$ cat src/rtl/cpu_bus_arbiter_pkg.sv
// ---------------------------------------------------------------------------
// cpu_bus_arbiter_pkg
//   Shared types and constants for the 6502 bus arbiter slice.
//   - arb_state_e : arbiter FSM states (CPU, HALT, DMA, REL)
//   - REQ0/REQ1   : requester index constants used to pick grant bits
//   - addr_t/data_t/req_t : bus field types shared by the interface and RTL
//   - idx_to_onehot : converts a requester index into a one-hot grant
// ---------------------------------------------------------------------------
package cpu_bus_arbiter_pkg;

  localparam int NUM_REQ = 2;
  localparam int REQ0    = 0;
  localparam int REQ1    = 1;

  // Burst counter needs 9 bits so a cap of 256 is reachable without wrap.
  localparam int BURST_W = 9;
  localparam int GUARD_W = 4;

  typedef logic [15:0]        addr_t;
  typedef logic [7:0]         data_t;
  typedef logic [NUM_REQ-1:0] req_t;

  typedef enum logic [1:0] {
    ST_CPU  = 2'd0,
    ST_HALT = 2'd1,
    ST_DMA  = 2'd2,
    ST_REL  = 2'd3
  } arb_state_e;

  function automatic req_t idx_to_onehot(input logic idx);
    return idx ? req_t'(2'b10) : req_t'(2'b01);
  endfunction

endpackage

$ cat src/rtl/cpu_bus_arbiter_if.sv
// ---------------------------------------------------------------------------
// cpu_bus_arbiter_if
//   Groups the CPU side, both DMA requesters and the shared memory bus.
//   Inputs to the arbiter : cpu_rw, cpu_addr, cpu_dout, dma_req, dma_last,
//                           dma_we, dma_addr0/1, dma_dout0/1
//   Outputs from arbiter  : ready, dma_gnt, bus_addr, bus_we, bus_dout
//   Modports:
//     master - the arbiter itself (it owns the memory bus)
//     slave  - the CPU core / requesters / memory side
// ---------------------------------------------------------------------------
interface cpu_bus_arbiter_if;
  import cpu_bus_arbiter_pkg::*;

  logic  cpu_rw;
  addr_t cpu_addr;
  data_t cpu_dout;
  req_t  dma_req;
  req_t  dma_last;
  req_t  dma_we;
  addr_t dma_addr0;
  addr_t dma_addr1;
  data_t dma_dout0;
  data_t dma_dout1;

  logic  ready;
  req_t  dma_gnt;
  addr_t bus_addr;
  logic  bus_we;
  data_t bus_dout;

  modport master (
    input  cpu_rw, cpu_addr, cpu_dout,
    input  dma_req, dma_last, dma_we,
    input  dma_addr0, dma_addr1, dma_dout0, dma_dout1,
    output ready, dma_gnt, bus_addr, bus_we, bus_dout
  );

  modport slave (
    output cpu_rw, cpu_addr, cpu_dout,
    output dma_req, dma_last, dma_we,
    output dma_addr0, dma_addr1, dma_dout0, dma_dout1,
    input  ready, dma_gnt, bus_addr, bus_we, bus_dout
  );

endinterface

$ cat src/rtl/cpu_bus_arbiter_rr_pick2.sv
// ---------------------------------------------------------------------------
// cpu_bus_arbiter_rr_pick2
//   Two-way round-robin selector.
//   req_i  : request levels of requester 0 and 1
//   last_i : index of the requester served most recently
//   win_o  : one-hot winner, 00 when nobody requests
//   A lone requester always wins; when both request, the one that was not
//   served last gets the bus.
// ---------------------------------------------------------------------------
module cpu_bus_arbiter_rr_pick2
  import cpu_bus_arbiter_pkg::*;
(
  input  req_t req_i,
  input  logic last_i,
  output req_t win_o
);

  // Pure combinational pick; the caller registers the result as the grant.
  always_comb begin
    win_o = '0;
    case (req_i)
      2'b01:   win_o = 2'b01;
      2'b10:   win_o = 2'b10;
      2'b11:   win_o = idx_to_onehot(~last_i);
      default: win_o = '0;
    endcase
  end

endmodule

$ cat src/rtl/cpu_bus_arbiter.sv
// ---------------------------------------------------------------------------
// cpu_bus_arbiter
//   Shares the 6502 core's single memory bus between the CPU and two DMA
//   requesters. The core is stalled through its ready input, which on NMOS
//   parts only halts read cycles, so the bus is never taken during a write.
//
//   Parameters:
//     MAX_BURST : max consecutive DMA transfers per grant (1..256)
//     MIN_CPU   : min cycles ready stays high after a release (1..15)
//   Ports:
//     clk   : system clock, all state on posedge
//     reset : asynchronous, active-high
//     arb   : cpu_bus_arbiter_if.master (CPU, requesters and memory bus)
//
//   Flow: CPU -> HALT (ready low, winner picked) -> DMA (one transfer per
//   cycle while dma_gnt is high) -> REL (guard loaded) -> CPU.
// ---------------------------------------------------------------------------
module cpu_bus_arbiter
  import cpu_bus_arbiter_pkg::*;
#(
  parameter int MAX_BURST = 256,
  parameter int MIN_CPU   = 2
) (
  input  logic                    clk,
  input  logic                    reset,
  cpu_bus_arbiter_if.master       arb
);

  localparam logic [BURST_W-1:0] BURST_CAP  = BURST_W'(MAX_BURST);
  localparam logic [GUARD_W-1:0] GUARD_INIT = GUARD_W'(MIN_CPU - 1);

  arb_state_e          state_q, state_d;
  logic                ready_q, ready_d;
  req_t                gnt_q,   gnt_d;
  logic                rr_q,    rr_d;
  logic [BURST_W-1:0]  burst_q, burst_d;
  logic [GUARD_W-1:0]  guard_q, guard_d;

  req_t                win;
  logic                gnt_idx;
  logic                dma_exit;

  cpu_bus_arbiter_rr_pick2 u_pick (
    .req_i  (arb.dma_req),
    .last_i (rr_q),
    .win_o  (win)
  );

  // Index of the requester currently holding the bus; only meaningful
  // while in DMA, where gnt_q is guaranteed one-hot.
  assign gnt_idx = gnt_q[REQ1];

  // A burst ends on the requester's own last flag, on it withdrawing its
  // request, or when the burst cap is hit. Any combination is one exit.
  assign dma_exit = arb.dma_last[gnt_idx]
                  | ~arb.dma_req[gnt_idx]
                  | (burst_q == BURST_CAP);

  // State register. Reset drops the grant and releases the CPU at once,
  // so an interrupted requester has to start its transfer over.
  always_ff @(posedge clk or posedge reset) begin
    if (reset) begin
      state_q <= ST_CPU;
      ready_q <= 1'b1;
      gnt_q   <= '0;
      rr_q    <= 1'b0;
      burst_q <= '0;
      guard_q <= '0;
    end else begin
      state_q <= state_d;
      ready_q <= ready_d;
      gnt_q   <= gnt_d;
      rr_q    <= rr_d;
      burst_q <= burst_d;
      guard_q <= guard_d;
    end
  end

  // Next-state logic. ready and dma_gnt are computed one cycle ahead so the
  // outputs come straight from flops. Leaving DMA raises ready on the same
  // edge that drops the grant, so the CPU resumes right after the last
  // transfer; REL then loads the guard that keeps the CPU running for a
  // minimum stretch before the next halt.
  always_comb begin
    state_d = state_q;
    ready_d = ready_q;
    gnt_d   = gnt_q;
    rr_d    = rr_q;
    burst_d = burst_q;
    guard_d = guard_q;

    case (state_q)
      ST_CPU: begin
        ready_d = 1'b1;
        if (guard_q != '0) begin
          guard_d = guard_q - GUARD_W'(1);
        end else if ((|arb.dma_req) && arb.cpu_rw) begin
          state_d = ST_HALT;
          ready_d = 1'b0;
        end
      end

      // The CPU repeats its stalled read this cycle, so the bus stays
      // with the CPU while the winner is chosen.
      ST_HALT: begin
        if (win == '0) begin
          state_d = ST_REL;
          ready_d = 1'b1;
        end else begin
          state_d = ST_DMA;
          gnt_d   = win;
          burst_d = BURST_W'(1);
        end
      end

      // The other requester is not considered here; it keeps its request
      // level up and wins the next HALT.
      ST_DMA: begin
        if (dma_exit) begin
          state_d = ST_REL;
          gnt_d   = '0;
          rr_d    = gnt_idx;
          ready_d = 1'b1;
        end else begin
          burst_d = burst_q + BURST_W'(1);
        end
      end

      ST_REL: begin
        state_d = ST_CPU;
        ready_d = 1'b1;
        burst_d = '0;
        guard_d = GUARD_INIT;
      end

      default: begin
        state_d = ST_CPU;
        ready_d = 1'b1;
        gnt_d   = '0;
      end
    endcase
  end

  // Bus steering is selected only by the registered grant, so the mux
  // select never glitches with request or CPU timing.
  always_comb begin
    arb.bus_addr = arb.cpu_addr;
    arb.bus_we   = ~arb.cpu_rw;
    arb.bus_dout = arb.cpu_dout;
    if (gnt_q[REQ0]) begin
      arb.bus_addr = arb.dma_addr0;
      arb.bus_we   = arb.dma_we[REQ0];
      arb.bus_dout = arb.dma_dout0;
    end else if (gnt_q[REQ1]) begin
      arb.bus_addr = arb.dma_addr1;
      arb.bus_we   = arb.dma_we[REQ1];
      arb.bus_dout = arb.dma_dout1;
    end
  end

  assign arb.ready   = ready_q;
  assign arb.dma_gnt = gnt_q;

endmodule

$ cat src/flat_wrapper.sv
// flat-port wrapper written by rule: the top's interface ports become plain ports
module cpu_bus_arbiter_flat import cpu_bus_arbiter_pkg::*;
#(
  parameter int MAX_BURST = 256,
  parameter int MIN_CPU   = 2
)
  (clk, reset, arb_cpu_rw, arb_cpu_addr, arb_cpu_dout, arb_dma_req, arb_dma_last, arb_dma_we, arb_dma_addr0, arb_dma_addr1, arb_dma_dout0, arb_dma_dout1, arb_ready, arb_dma_gnt, arb_bus_addr, arb_bus_we, arb_bus_dout);
  cpu_bus_arbiter_if arb_i ();
  input  logic clk;
  input  logic reset;
  input wire logic [$bits(arb_i.cpu_rw)-1:0] arb_cpu_rw;
  input wire logic [$bits(arb_i.cpu_addr)-1:0] arb_cpu_addr;
  input wire logic [$bits(arb_i.cpu_dout)-1:0] arb_cpu_dout;
  input wire logic [$bits(arb_i.dma_req)-1:0] arb_dma_req;
  input wire logic [$bits(arb_i.dma_last)-1:0] arb_dma_last;
  input wire logic [$bits(arb_i.dma_we)-1:0] arb_dma_we;
  input wire logic [$bits(arb_i.dma_addr0)-1:0] arb_dma_addr0;
  input wire logic [$bits(arb_i.dma_addr1)-1:0] arb_dma_addr1;
  input wire logic [$bits(arb_i.dma_dout0)-1:0] arb_dma_dout0;
  input wire logic [$bits(arb_i.dma_dout1)-1:0] arb_dma_dout1;
  output wire logic [$bits(arb_i.ready)-1:0] arb_ready;
  output wire logic [$bits(arb_i.dma_gnt)-1:0] arb_dma_gnt;
  output wire logic [$bits(arb_i.bus_addr)-1:0] arb_bus_addr;
  output wire logic [$bits(arb_i.bus_we)-1:0] arb_bus_we;
  output wire logic [$bits(arb_i.bus_dout)-1:0] arb_bus_dout;
  assign arb_i.cpu_rw = arb_cpu_rw;
  assign arb_i.cpu_addr = arb_cpu_addr;
  assign arb_i.cpu_dout = arb_cpu_dout;
  assign arb_i.dma_req = arb_dma_req;
  assign arb_i.dma_last = arb_dma_last;
  assign arb_i.dma_we = arb_dma_we;
  assign arb_i.dma_addr0 = arb_dma_addr0;
  assign arb_i.dma_addr1 = arb_dma_addr1;
  assign arb_i.dma_dout0 = arb_dma_dout0;
  assign arb_i.dma_dout1 = arb_dma_dout1;
  assign arb_ready = arb_i.ready;
  assign arb_dma_gnt = arb_i.dma_gnt;
  assign arb_bus_addr = arb_i.bus_addr;
  assign arb_bus_we = arb_i.bus_we;
  assign arb_bus_dout = arb_i.bus_dout;
  cpu_bus_arbiter #(.MAX_BURST(MAX_BURST), .MIN_CPU(MIN_CPU)) u_core (.clk(clk), .reset(reset), .arb(arb_i));
endmodule
$ cat config.mk
export PLATFORM = sky130hd
export DESIGN_NAME = cpu_bus_arbiter_flat
export DESIGN_NICKNAME = d
export VERILOG_FILES = /design/src/rtl/cpu_bus_arbiter_pkg.sv /design/src/rtl/cpu_bus_arbiter_if.sv /design/src/rtl/cpu_bus_arbiter_rr_pick2.sv /design/src/rtl/cpu_bus_arbiter.sv /design/src/flat_wrapper.sv
export SDC_FILE = /design/constraint.sdc
export NUM_CORES = 1
export LEC_CHECK = 0
export ABC_AREA = 1
export CELL_PAD_IN_SITES_DETAIL_PLACEMENT = 1
export CELL_PAD_IN_SITES_GLOBAL_PLACEMENT = 2
export CORE_MARGIN = 1
export CORE_UTILIZATION = 19
export DETAILED_ROUTE_END_ITERATION = 10
export PLACE_DENSITY = 0.9
export SYNTH_ARGS = -nofsm -noshare
export SYNTH_HDL_FRONTEND = slang
export SYNTH_SLANG_ARGS = --single-unit
export TNS_END_PERCENT = 100
$ cat constraint.sdc
create_clock -name clk -period 3.1 [get_ports clk]
set_input_delay 0.62 -clock clk [delete_from_list [all_inputs] [get_ports clk]]
set_output_delay 0.62 -clock clk [all_outputs]
set_load 0.01 [all_outputs]
==> results by group <==
STA
  – Setup WS post-layout: 0.419 ns
  – # setup viols final: 0
  – Fin. max-slew vios: 0
  – RSZ-0062 raised after global routing: no
  – Post-route minimum period: 2.68 ns
  – Setup TNS: 0 ns
  – Final Skew: roughly 0.0015 ns
  – Measured slew at the worst slew-check pin: between 0.7 and 0.8 ns
  – Final period util: between 80% and 90%
  – Final hold violations: 0
  – Max_slew headroom: between 40% and 50%
  – Fmax: 373 MHz

Logic synthesis
  – Register area share after synthesis: 26.6%
  – Unique masters post-synth: 29
  – Post-synth EDFFs: 0
  – Share of the synthesized area in the top cell type: between 20% and 30%
  – Avg Cell Area, Syn: between 6 and 7 um^2
  – Post-synth top cells: nand2_1 (89), a21oi_1 (49), nor2_1 (31)
  – Register bit total from synthesis: 19
  – YS warnings: 0
  – Top cells by area, synth: dfrtp_1 (25%), nand2_1 (19%), a21oi_1 (14%)
  – Main synth FF type: dfrtp_1
  – Most frequent cell after synthesis: nand2_1
  – Cells after Synth: 281
  – Synth async-reset ratio: 100%
  – Syn nets: 370
  – Leading area contributor after synthesis: dfrtp_1
  – Synthesized area: ~1800 um^2

Placement
  – Hpwl dp: between 5 and 6 mm
  – Pre-CTS setup slack: roughly 0.54 ns
  – Gpl congestion: 0.714
  – # port buffers: 108
  – Placed inst area: between 2000 and 3000 um^2

Setup path
  – CP max stage cell: clkdlybuf4s50_1
  – WS Path Type: flip-flop to primary output
  – CP max FO: 23
  – CP most frequent cell: a21oi_1
  – CP cell instances: buf_4 -> a21oi_1 -> a21oi_1 -> clkdlybuf4s50_1
  – Crit path max-delay family: buffers and inverters
  – Max incr delay on CP: ~0.58 ns
  – Worst EP arrival: ~2 ns
  – Crit start category: flip-flop
  – CP required: around 2.5 ns
  – Crit end category: primary output
  – Buf/Inv on CP: 2

Job
  – Reported max-cap violation count: 0

Floorplan
  – Die height: 99.1 um
  – Row Count: 35
  – Starting Density: ~19%
  – DIE AREA: approximately 9800 um^2
  – Core box area: between 9000 and 10,000 um^2
  – # IOs: between 100 and 150
  – Die X: 99.1 um

Drt
  – DR WL/cell: roughly 14 um
  – Post-route met1 wirelength: about 3 mm
  – Via density: about 4.4
  – Post-route DRC: 0
  – Antenna-violating nets left: 0
  – Vias post-DR: around 2,200
  – Top Layer Used: met4
  – Met2 WL: 3.75 mm
  – Met3 Wirelength: 84 um
  – DR pass1 iterations: 6
  – Initial DRC Count: 70
  – Post-Route WL: ~7 mm

Global routing
  – Vias in the first global route: 2,244
  – Global-route usage over all layers: between 10% and 20%
  – Initial antenna violation count: 0
  – GR Overflow Total: 0
  – Wire length of the first global-routing pass: about 11 mm
  – Maximum number of pins on one net before global-route repair: 29

Final layout
  – Final Cell Area: between 3000 and 4000 um^2
  – Ant diodes: 0
  – Final core occ: 32.9%
  – Area Growth Syn to Fin: 69.1%
  – Layout Nets: around 480
  – Share of cells above drive strength 1: 6.48%

Power
  – Power after layout: ~2.3 mW
  – Pleak: 1.37 nW
  – Power Density: between 700 and 800 nW/um^2
  – Maximum VDD drop: 378 uV

Clock tree
  – Clock Path Buffers: 2
  – Resized Gates After CTS: 0
  – CTS Buf Count: 3
  – Cts hold-fix bufs: 0
  – Postcts setup bufs: 0
  – CTS tree: done
  – Clock latency on the worst-skew pair: 0.26 ns
  – CTS Root Cell: clkbuf_8
  – H-tree depth: 1
  – Sink Count: 19
  – Clock transition at path regs: 0.08 ns

Min path
  – Hold Crit Class: flip-flop to flip-flop

Run status
  – Outcome: finished clean
[sequential cells by signal, summed over array words and instances, names as in the netlist]
name	count
u_core.burst_q	9
u_core.state_q	2
u_core.arb.ready	1
u_core.guard_q	4
u_core.rr_q	1
u_core.arb.dma_gnt	2
[cells by family after synthesis]
family	synth area share, %
AND/OR/NAND/NOR	39.7
AO/OA/AOI/OAI	17.9
buffers and inverters	8.73
flip-flops	26.6
adder cells (fa/ha/maj)	5.59
XOR/XNOR	1.47
[power breakdown]
part / switching, mW / total, mW / internal [mW]
clock network: 0.0908 / 0.182 / 0.0916
registers: 0.0670 / 0.391 / 0.324
logic: 0.946 / 1.76 / 0.819
total: 1.10 / 2.34 / 1.23
[worst paths after layout]
check / start / end / slack (ns) / cells past startpoint
max reg2reg: u_core.guard_q[0] / u_core.state_q[1] / 1.55 / 9
max: u_core.arb.dma_gnt[1] / arb_bus_dout[7] / 0.42 / 4
min: u_core.arb.ready / u_core.arb.ready / 0.48 / 2
min in group asynchronous: reset / u_core.burst_q[8] / 0.80 / 2
max in group asynchronous: reset / u_core.state_q[0] / 1.81 / 2
min reg2reg: u_core.arb.ready / u_core.arb.ready / 0.48 / 2
[metal layers]
metal / vias up / global-route usage [%]
li1: 1114 / -
met4: 0 / 2.71
met2: 27 / 26.3
met1: 1031 / 17.9
met3: 4 / 1.19
met5: - / 0
[stage by stage]
step / std cells / hold slack, ns
after global placement: 493 / 0.462
after detailed placement: 493 / 0.466
after floorplan: 281 / 0.446
after CTS: 497 / 0.483
after global routing: 497 / 0.504
final: 497 / 0.476
[worst min-delay path: cells and delay by family (launching register included)]
kind             cells  cell delay, ns
and+or+nand+nor      2            0.10
DFF                  1            0.38
[placed cells by master (no fill, tap or decap), drive strengths merged]
| cell type | n |
|---|---|
| clkdlybuf4s50 | 108 |
| nand2 | 94 |
| a21oi | 49 |
| nor2 | 36 |
| inv | 27 |
| dfrtp | 18 |
| nand3 | 13 |
| o21ai | 13 |
| ha | 8 |
| nand4 | 4 |
| clkbuf | 4 |
| xor2 | 3 |
| buf | 3 |
| nand3b | 2 |
| or2 | 1 |
| o22ai | 1 |
| nor3b | 1 |
| dfstp | 1 |
[area by class of cell]
| cell class | count | area [um^2] |
|---|---|---|
| fill | 1171 | 6170 |
| multi-input combinational | 225 | 1160 |
| timing repair buffer | 111 | 1100 |
| sequential | 19 | 477 |
| tap | 111 | 139 |
| inverter | 27 | 106 |
| clock buffer | 4 | 45.0 |
Note: power is estimated with default switching activity, not from simulation.
